**src/rtl/tx_shaper_pkg.sv**
```systemverilog
// Shared widths and the default root-raised-cosine tap set for the polyphase shaper.
// Pure declarations; no timing or flow-control behaviour of its own.
package tx_shaper_pkg;

    function automatic int clog2(input int value);
        int r;
        r = 0;
        for (int v = value - 1; v > 0; v = v >> 1) r++;
        return r;
    endfunction

    // Accumulator width: one signed coefficient grown by the NBAUD-term sum.
    function automatic int sw_width(input int cw, input int nbaud);
        return cw + clog2(nbaud) + 1;
    endfunction

    localparam logic signed [7:0] DEFAULT_COEF [24] = '{
        8'sh00, 8'shFE, 8'shFF, 8'sh00, 8'sh02, 8'sh00, 8'shFB, 8'shF5,
        8'shF9, 8'sh0A, 8'sh25, 8'sh3E, 8'sh48, 8'sh3E, 8'sh25, 8'sh0A,
        8'shF9, 8'shF5, 8'shFB, 8'sh00, 8'sh02, 8'sh00, 8'shFF, 8'shFE
    };

    function automatic logic signed [7:0] default_coef(input int k);
        logic [4:0] idx;
        idx = k[4:0];
        if (k >= 0 && k < 24) return DEFAULT_COEF[idx];
        return '0;
    endfunction

endpackage

```
**src/rtl/tx_polyphase_shaper_if.sv**
```systemverilog
// Symbol input, coefficient write port and sample output of the shaper.
// The symbol side has no stall: o_sym_ack tells the mapper when a bit was taken.
interface tx_polyphase_shaper_if
    import tx_shaper_pkg::*;
#(
    parameter int OS    = 4,
    parameter int NBAUD = 6,
    parameter int CW    = 8,
    parameter int OW    = 8
);
    localparam int N  = OS * NBAUD;
    localparam int AW = clog2(N);
    localparam int PW = clog2(OS);

    logic                 enable;
    logic                 i_sym_i;
    logic                 i_sym_q;
    logic                 o_sym_ack;
    logic                 coef_we;
    logic [AW-1:0]        coef_addr;
    logic signed [CW-1:0] coef_data;
    logic signed [OW-1:0] o_i;
    logic signed [OW-1:0] o_q;
    logic                 o_valid;
    logic [PW-1:0]        o_phase;

    modport master (
        output enable, i_sym_i, i_sym_q, coef_we, coef_addr, coef_data,
        input  o_sym_ack, o_i, o_q, o_valid, o_phase
    );

    modport slave (
        input  enable, i_sym_i, i_sym_q, coef_we, coef_addr, coef_data,
        output o_sym_ack, o_i, o_q, o_valid, o_phase
    );

endinterface

```
**src/rtl/tx_shaper_channel.sv**
```systemverilog
// One rail of the shaper: symbol delay line, signed tap sum and saturation to OW bits.
// Sample registered one clk after enable; holds while enable is low (no backpressure).
module tx_shaper_channel
    import tx_shaper_pkg::*;
#(
    parameter int NBAUD = 6,
    parameter int CW    = 8,
    parameter int OW    = 8
) (
    input  logic                 clk,
    input  logic                 rst,
    input  logic                 enable,
    input  logic                 load,
    input  logic                 sym,
    input  logic signed [CW-1:0] tap [NBAUD],
    output logic signed [OW-1:0] sample
);
    localparam int SW = sw_width(CW, NBAUD);
    localparam logic signed [SW-1:0] MAXV = {{(SW-OW+1){1'b0}}, {(OW-1){1'b1}}};
    localparam logic signed [SW-1:0] MINV = {{(SW-OW+1){1'b1}}, {(OW-1){1'b0}}};

    logic [NBAUD-1:0]     line;
    logic [NBAUD-1:0]     line_eff;
    logic signed [SW-1:0] sum;
    logic signed [OW-1:0] sat;

    // The symbol taken this cycle already contributes to this cycle's sample.
    assign line_eff = load ? {line[NBAUD-2:0], sym} : line;

    always_comb begin
        sum = '0;
        for (int k = 0; k < NBAUD; k++) begin
            if (line_eff[k]) sum = sum + SW'(tap[k]);
            else             sum = sum - SW'(tap[k]);
        end
    end

    always_comb begin
        sat = sum[OW-1:0];
        if (sum > MAXV)      sat = MAXV[OW-1:0];
        else if (sum < MINV) sat = MINV[OW-1:0];
    end

    always_ff @(posedge clk) begin
        if (rst) begin
            line   <= '0;
            sample <= '0;
        end else if (enable) begin
            line   <= line_eff;
            sample <= sat;
        end
    end

endmodule

```
**src/rtl/tx_polyphase_shaper.sv**
```systemverilog
// I/Q polyphase RRC interpolator: OS saturated samples per antipodal symbol per rail.
// One sample per enable, registered one clk later; symbols must be ready when acked.
module tx_polyphase_shaper
    import tx_shaper_pkg::*;
#(
    parameter int OS    = 4,
    parameter int NBAUD = 6,
    parameter int CW    = 8,
    parameter int OW    = 8
) (
    input  logic                 clk,
    input  logic                 rst,
    tx_polyphase_shaper_if.slave bus
);
    localparam int N  = OS * NBAUD;
    localparam int AW = clog2(N);
    localparam int PW = clog2(OS);
    localparam int FW = clog2(NBAUD + 1);

    logic [PW-1:0]        phase;
    logic [FW-1:0]        fill;
    logic [FW-1:0]        fill_next;
    logic                 sym_ack;
    logic signed [CW-1:0] h   [N];
    logic signed [CW-1:0] tap [NBAUD];

    assign sym_ack       = bus.enable && (phase == '0);
    assign bus.o_sym_ack = sym_ack;
    assign fill_next     = (sym_ack && fill != FW'(NBAUD)) ? fill + FW'(1) : fill;

    always_ff @(posedge clk) begin
        if (rst) begin
            phase       <= '0;
            fill        <= '0;
            bus.o_phase <= '0;
            bus.o_valid <= 1'b0;
        end else begin
            bus.o_valid <= bus.enable && (fill_next == FW'(NBAUD));
            if (bus.enable) begin
                phase       <= (phase == PW'(OS - 1)) ? '0 : phase + PW'(1);
                fill        <= fill_next;
                bus.o_phase <= phase;
            end
        end
    end

    // Addresses past N-1 match no tap and are dropped.
    for (genvar t = 0; t < N; t++) begin : g_bank
        always_ff @(posedge clk) begin
            if (rst)
                h[t] <= CW'(default_coef(t));
            else if (bus.coef_we && bus.coef_addr == AW'(t))
                h[t] <= bus.coef_data;
        end
    end

    for (genvar k = 0; k < NBAUD; k++) begin : g_tap
        assign tap[k] = h[AW'(k * OS) + AW'(phase)];
    end

    tx_shaper_channel #(.NBAUD(NBAUD), .CW(CW), .OW(OW)) u_chan_i (
        .clk    (clk),
        .rst    (rst),
        .enable (bus.enable),
        .load   (sym_ack),
        .sym    (bus.i_sym_i),
        .tap    (tap),
        .sample (bus.o_i)
    );

    tx_shaper_channel #(.NBAUD(NBAUD), .CW(CW), .OW(OW)) u_chan_q (
        .clk    (clk),
        .rst    (rst),
        .enable (bus.enable),
        .load   (sym_ack),
        .sym    (bus.i_sym_q),
        .tap    (tap),
        .sample (bus.o_q)
    );

endmodule

```
**src/flat_wrapper.sv**
```systemverilog
// flat-port wrapper written by rule: the top's interface ports become plain ports
module tx_polyphase_shaper_flat import tx_shaper_pkg::*;
#(
    parameter int OS    = 4,
    parameter int NBAUD = 6,
    parameter int CW    = 8,
    parameter int OW    = 8
)
  (clk, rst, bus_enable, bus_i_sym_i, bus_i_sym_q, bus_coef_we, bus_coef_addr, bus_coef_data, bus_o_sym_ack, bus_o_i, bus_o_q, bus_o_valid, bus_o_phase);
  tx_polyphase_shaper_if #(.OS(OS), .NBAUD(NBAUD), .CW(CW), .OW(OW)) bus_i ();
  input  logic clk;
  input  logic rst;
  input wire logic [$bits(bus_i.enable)-1:0] bus_enable;
  input wire logic [$bits(bus_i.i_sym_i)-1:0] bus_i_sym_i;
  input wire logic [$bits(bus_i.i_sym_q)-1:0] bus_i_sym_q;
  input wire logic [$bits(bus_i.coef_we)-1:0] bus_coef_we;
  input wire logic [$bits(bus_i.coef_addr)-1:0] bus_coef_addr;
  input wire logic [$bits(bus_i.coef_data)-1:0] bus_coef_data;
  output wire logic [$bits(bus_i.o_sym_ack)-1:0] bus_o_sym_ack;
  output wire logic [$bits(bus_i.o_i)-1:0] bus_o_i;
  output wire logic [$bits(bus_i.o_q)-1:0] bus_o_q;
  output wire logic [$bits(bus_i.o_valid)-1:0] bus_o_valid;
  output wire logic [$bits(bus_i.o_phase)-1:0] bus_o_phase;
  assign bus_i.enable = bus_enable;
  assign bus_i.i_sym_i = bus_i_sym_i;
  assign bus_i.i_sym_q = bus_i_sym_q;
  assign bus_i.coef_we = bus_coef_we;
  assign bus_i.coef_addr = bus_coef_addr;
  assign bus_i.coef_data = bus_coef_data;
  assign bus_o_sym_ack = bus_i.o_sym_ack;
  assign bus_o_i = bus_i.o_i;
  assign bus_o_q = bus_i.o_q;
  assign bus_o_valid = bus_i.o_valid;
  assign bus_o_phase = bus_i.o_phase;
  tx_polyphase_shaper #(.OS(OS), .NBAUD(NBAUD), .CW(CW), .OW(OW)) u_core (.clk(clk), .rst(rst), .bus(bus_i));
endmodule
```
**config.mk**
```make
export PLATFORM = sky130hd
export DESIGN_NAME = tx_polyphase_shaper_flat
export DESIGN_NICKNAME = d
export VERILOG_FILES = /design/src/rtl/tx_shaper_pkg.sv /design/src/rtl/tx_polyphase_shaper_if.sv /design/src/rtl/tx_shaper_channel.sv /design/src/rtl/tx_polyphase_shaper.sv /design/src/flat_wrapper.sv
export SDC_FILE = /design/constraint.sdc
export NUM_CORES = 1
export LEC_CHECK = 0
export ABC_AREA = 1
export BUFFER_PORTS_ARGS = -buffer_cell sky130_fd_sc_hd__buf_2
export CAP_MARGIN = 20
export CORE_UTILIZATION = 55
export DETAILED_ROUTE_END_ITERATION = 8
export GPL_TIMING_DRIVEN = 0
export PLACE_DENSITY_LB_ADDON = 0.2
export SYNTH_ARGS = -nofsm -noshare
export SYNTH_HDL_FRONTEND = slang
export SYNTH_SLANG_ARGS = --single-unit
```
**constraint.sdc**
```tcl
create_clock -name clk -period 9.75 [get_ports clk]
set_clock_uncertainty 0.2 [all_clocks]
set_input_delay 0.975 -clock clk [delete_from_list [all_inputs] [get_ports clk]]
set_output_delay 0.975 -clock clk [all_outputs]
set_load 0.01 [all_outputs]
```
==> results by group <==
Status
  • Status: completed

Global routing
  • GR Layer Usage met3: 0.03101
  • Number of global-route vias before repair: 13.58k
  • GR peak layer: met2
  • GR Util All Layers: 0.2972
  • Initial antenna violation count: 0
  • Pin count of the biggest net entering global routing: 14
  • Routing usage on met1: 0.4093
  • Total congestion overflow: 0
  • First-pass GRT wire length: 71.13 mm
  • GR met2 Demand/Resource: 0.4805

Placed design
  • DP Area: 17,350 sq um
  • # port buffers: 38
  • RePlAce Congestion: 0.9300
  • DPL Wire Length: 36.02 mm

Clock network
  • CTS Buf Count: 24
  • Post-CTS Setup Bufs: 0
  • Post-cts sizing count: 0
  • Clk Latency, worst-skew pair: 0.52 ns
  • Root buf cell: clkbuf_16
  • Hold-fix buffers, CTS: 0
  • Max clock buf depth: 3
  • Clock Pin Slew Worst Setup and Hold Paths: 0.06 ns
  • H-tree Lvls: 1
  • Sink Count: 230
  • CTS tree: yes

Timing
  • Tcrit/Tclk final: 0.9008
  • Max-slew violation count: 0
  • Slew margin rel.: 0.4256
  • Fin crit period: 8.783 ns
  • Setup tns final: 0 ns
  • Hold Vio Cnt, Final: 0
  • Fmax: 113.9 MHz
  • Worst slew pin tran: 0.8616 ns
  • Count of final setup violators: 0
  • RSZ-0062 raised after global routing: no

Routing
  • DR iter-0 viols: 1,472
  • Remaining DRCs: 0
  • Drt wl/cell: 17.66 um
  • Antenna Nets Post-Route: 0
  • Vias per inst: 5.661
  • Drt pass-1 iters: 5
  • Via count: 14.79k
  • Drt total wl: 46.13 mm

Synth
  • Synth Cell Area: 16,670 sq um
  • Adder-cell area share of the yosys netlist: 0.09833
  • Count of different cell masters after synthesis: 54
  • Compound-Gate Fraction of Synth Area: 0.1103
  • Most frequently used flop master after synthesis: edfxtp_1
  • Post-synth net total: 2,285
  • Post-synthesis mux area share: 0.007281
  • Top-count cell post-synth: nand2_1
  • Largest cells by area after synthesis: edfxtp_1 (35%), nand2_1 (14%), ha_1 (8.6%)
  • Synth cell count leaders: nand2_1 (625), inv_1 (215), edfxtp_1 (192), nor2_1 (188), nand3_1 (153)
  • Avg Cell Area, Syn: 7.785 sq um
  • Xor-xnor portion of the synthesized cell area: 0.05938
  • Post-Syn Instances: 2,141
  • Leading area contributor after synthesis: edfxtp_1
  • Post-synth EDFFs: 192
  • Post-synth ARST share: 0
  • Synth Area in Simple Gates: 0.2579
  • Main combinational cell family by area after synthesis: simple AND/OR/NAND/NOR gates
  • Sequential cell area fraction in the yosys report: 0.3915
  • Top cell type's share of synthesized area: 0.3459
  • Synth Register Bits: 230
  • YS warnings: 0

Finish
  • Layout cells sized above 1: 0.08146
  • Fin nets: 2,349
  • Design area: 18,080 sq um
  • Layout area overhead: 8.497%
  • Fillers: 2,665
  • N_diodes: 0

Floorplan
  • DIE HEIGHT: 176.1 um
  • Core Footprint: 29,720 sq um
  • Area of the die: 31,010 sq um
  • Die Wd: 176.1 um
  • IO Count: 39
  • Initial cell density of the core: 0.5609
  • # rows: 63

Setup path
  • CP Capture Type: register
  • CP max stage cell: mux2i_1
  • Critical path buffer and inverter count: 10
  • Worst-path fanout max: 10
  • Worst path top cell family by delay: adder cells
  • CP Data Required Time: 9.94 ns
  • Crit path launch type: register
  • CP peak stage delay: 0.73 ns
  • Cell mode on critical path: nand2_1
  • WP data arrival: 8.98 ns
  • Crit path kind: reg -> reg

Flow run
  • Max Cap Viol: 0

Min path
  • Worst Hold Class: reg -> reg
[cell usage in the layout, fill, tap and decap left out, drive strengths merged, types with 5 or more instances in the layout]
master and instances:
a21oi 154, a31oi 9, a32oi 5, buf 71, clkbuf 76, clkinv 7
dfxtp 38, edfxtp 192, fa 10, ha 115, inv 225, mux2i 11
nand2 652, nand3 158, nor2 192, nor3 22, o211ai 7, o21ai 123
o21bai 11, or2 6, xnor2 40, xor2 73
[final timing paths]
kind,cells after the start,slack (ns),end,start
worst max register to register,43,0.97,u_core.u_chan_q.sample[1],u_core.phase[0]
worst min register to register,2,0.27,u_core.u_chan_i.sample[0],u_core.u_chan_i.sample[0]
worst max-delay path,43,0.97,u_core.u_chan_q.sample[1],u_core.phase[0]
worst min-delay path,2,0.27,u_core.u_chan_i.sample[0],u_core.u_chan_i.sample[0]
[cell families (layout without fill, tap and decap cells)]
group | Yosys count | count (layout)
multiplexers | 11 | 11
AO/OA/AOI/OAI | 324 | 324
XOR/XNOR | 113 | 113
adder cells (fa/ha/maj) | 125 | 125
buffers and inverters | 298 | 379
AND/OR/NAND/NOR | 1040 | 1040
flip-flops | 230 | 230
[area by class of cell]
class,instances,area [sq um],area share
clock inverter,5,26.28,0.001453
buffer,71,399.1,0.02207
sequential,230,6526,0.3609
inverter,227,854.6,0.04725
tap,390,488.0,0.02698
multi-input combinational,1613,8889,0.4915
timing repair buffer,38,190.2,0.01052
clock buffer,38,711.9,0.03937
[sequential cells by signal (all words and copies together), names as in the netlist, named ones only]
register	cells
u_core.bus.o_phase	2
u_core.bus.o_valid	1
u_core.fill	3
u_core.h	192
u_core.phase	2
u_core.u_chan_i.line	6
u_core.u_chan_i.sample	8
u_core.u_chan_q.line	6
u_core.u_chan_q.sample	8
[tightest hold or removal path, delay by kind of cell (launching register included)]
| kind | cells | cell delay [ns] |
|---|---|---|
| DFF | 1 | 0.31 |
| and+or+nand+nor | 1 | 0.06 |
| AOI/OAI and AO/OA | 1 | 0.06 |
[stage by stage]
step	std cells	setup WS, ns	utilization	hold slack [ns]
after floorplan	2141	2.563	-	0.2857
after global placement	2569	1.178	0.5837	0.2546
after detailed placement	2569	1.045	0.5837	0.2583
after CTS	2612	0.9743	0.6086	0.2657
after global routing	2612	0.2189	0.6086	0.2923
final	2612	0.9674	0.6086	0.2695
[routing by layer]
metal | routed length, um | part of all wire
met2 | 20630 | 0.45
met4 | 1919 | 0.042
met3 | 4251 | 0.092
met5 | 0 | 0
met1 | 19330 | 0.42
Power is not shown: default switching activity piles up to over one toggle a cycle in this logic, so the estimate is an artifact.
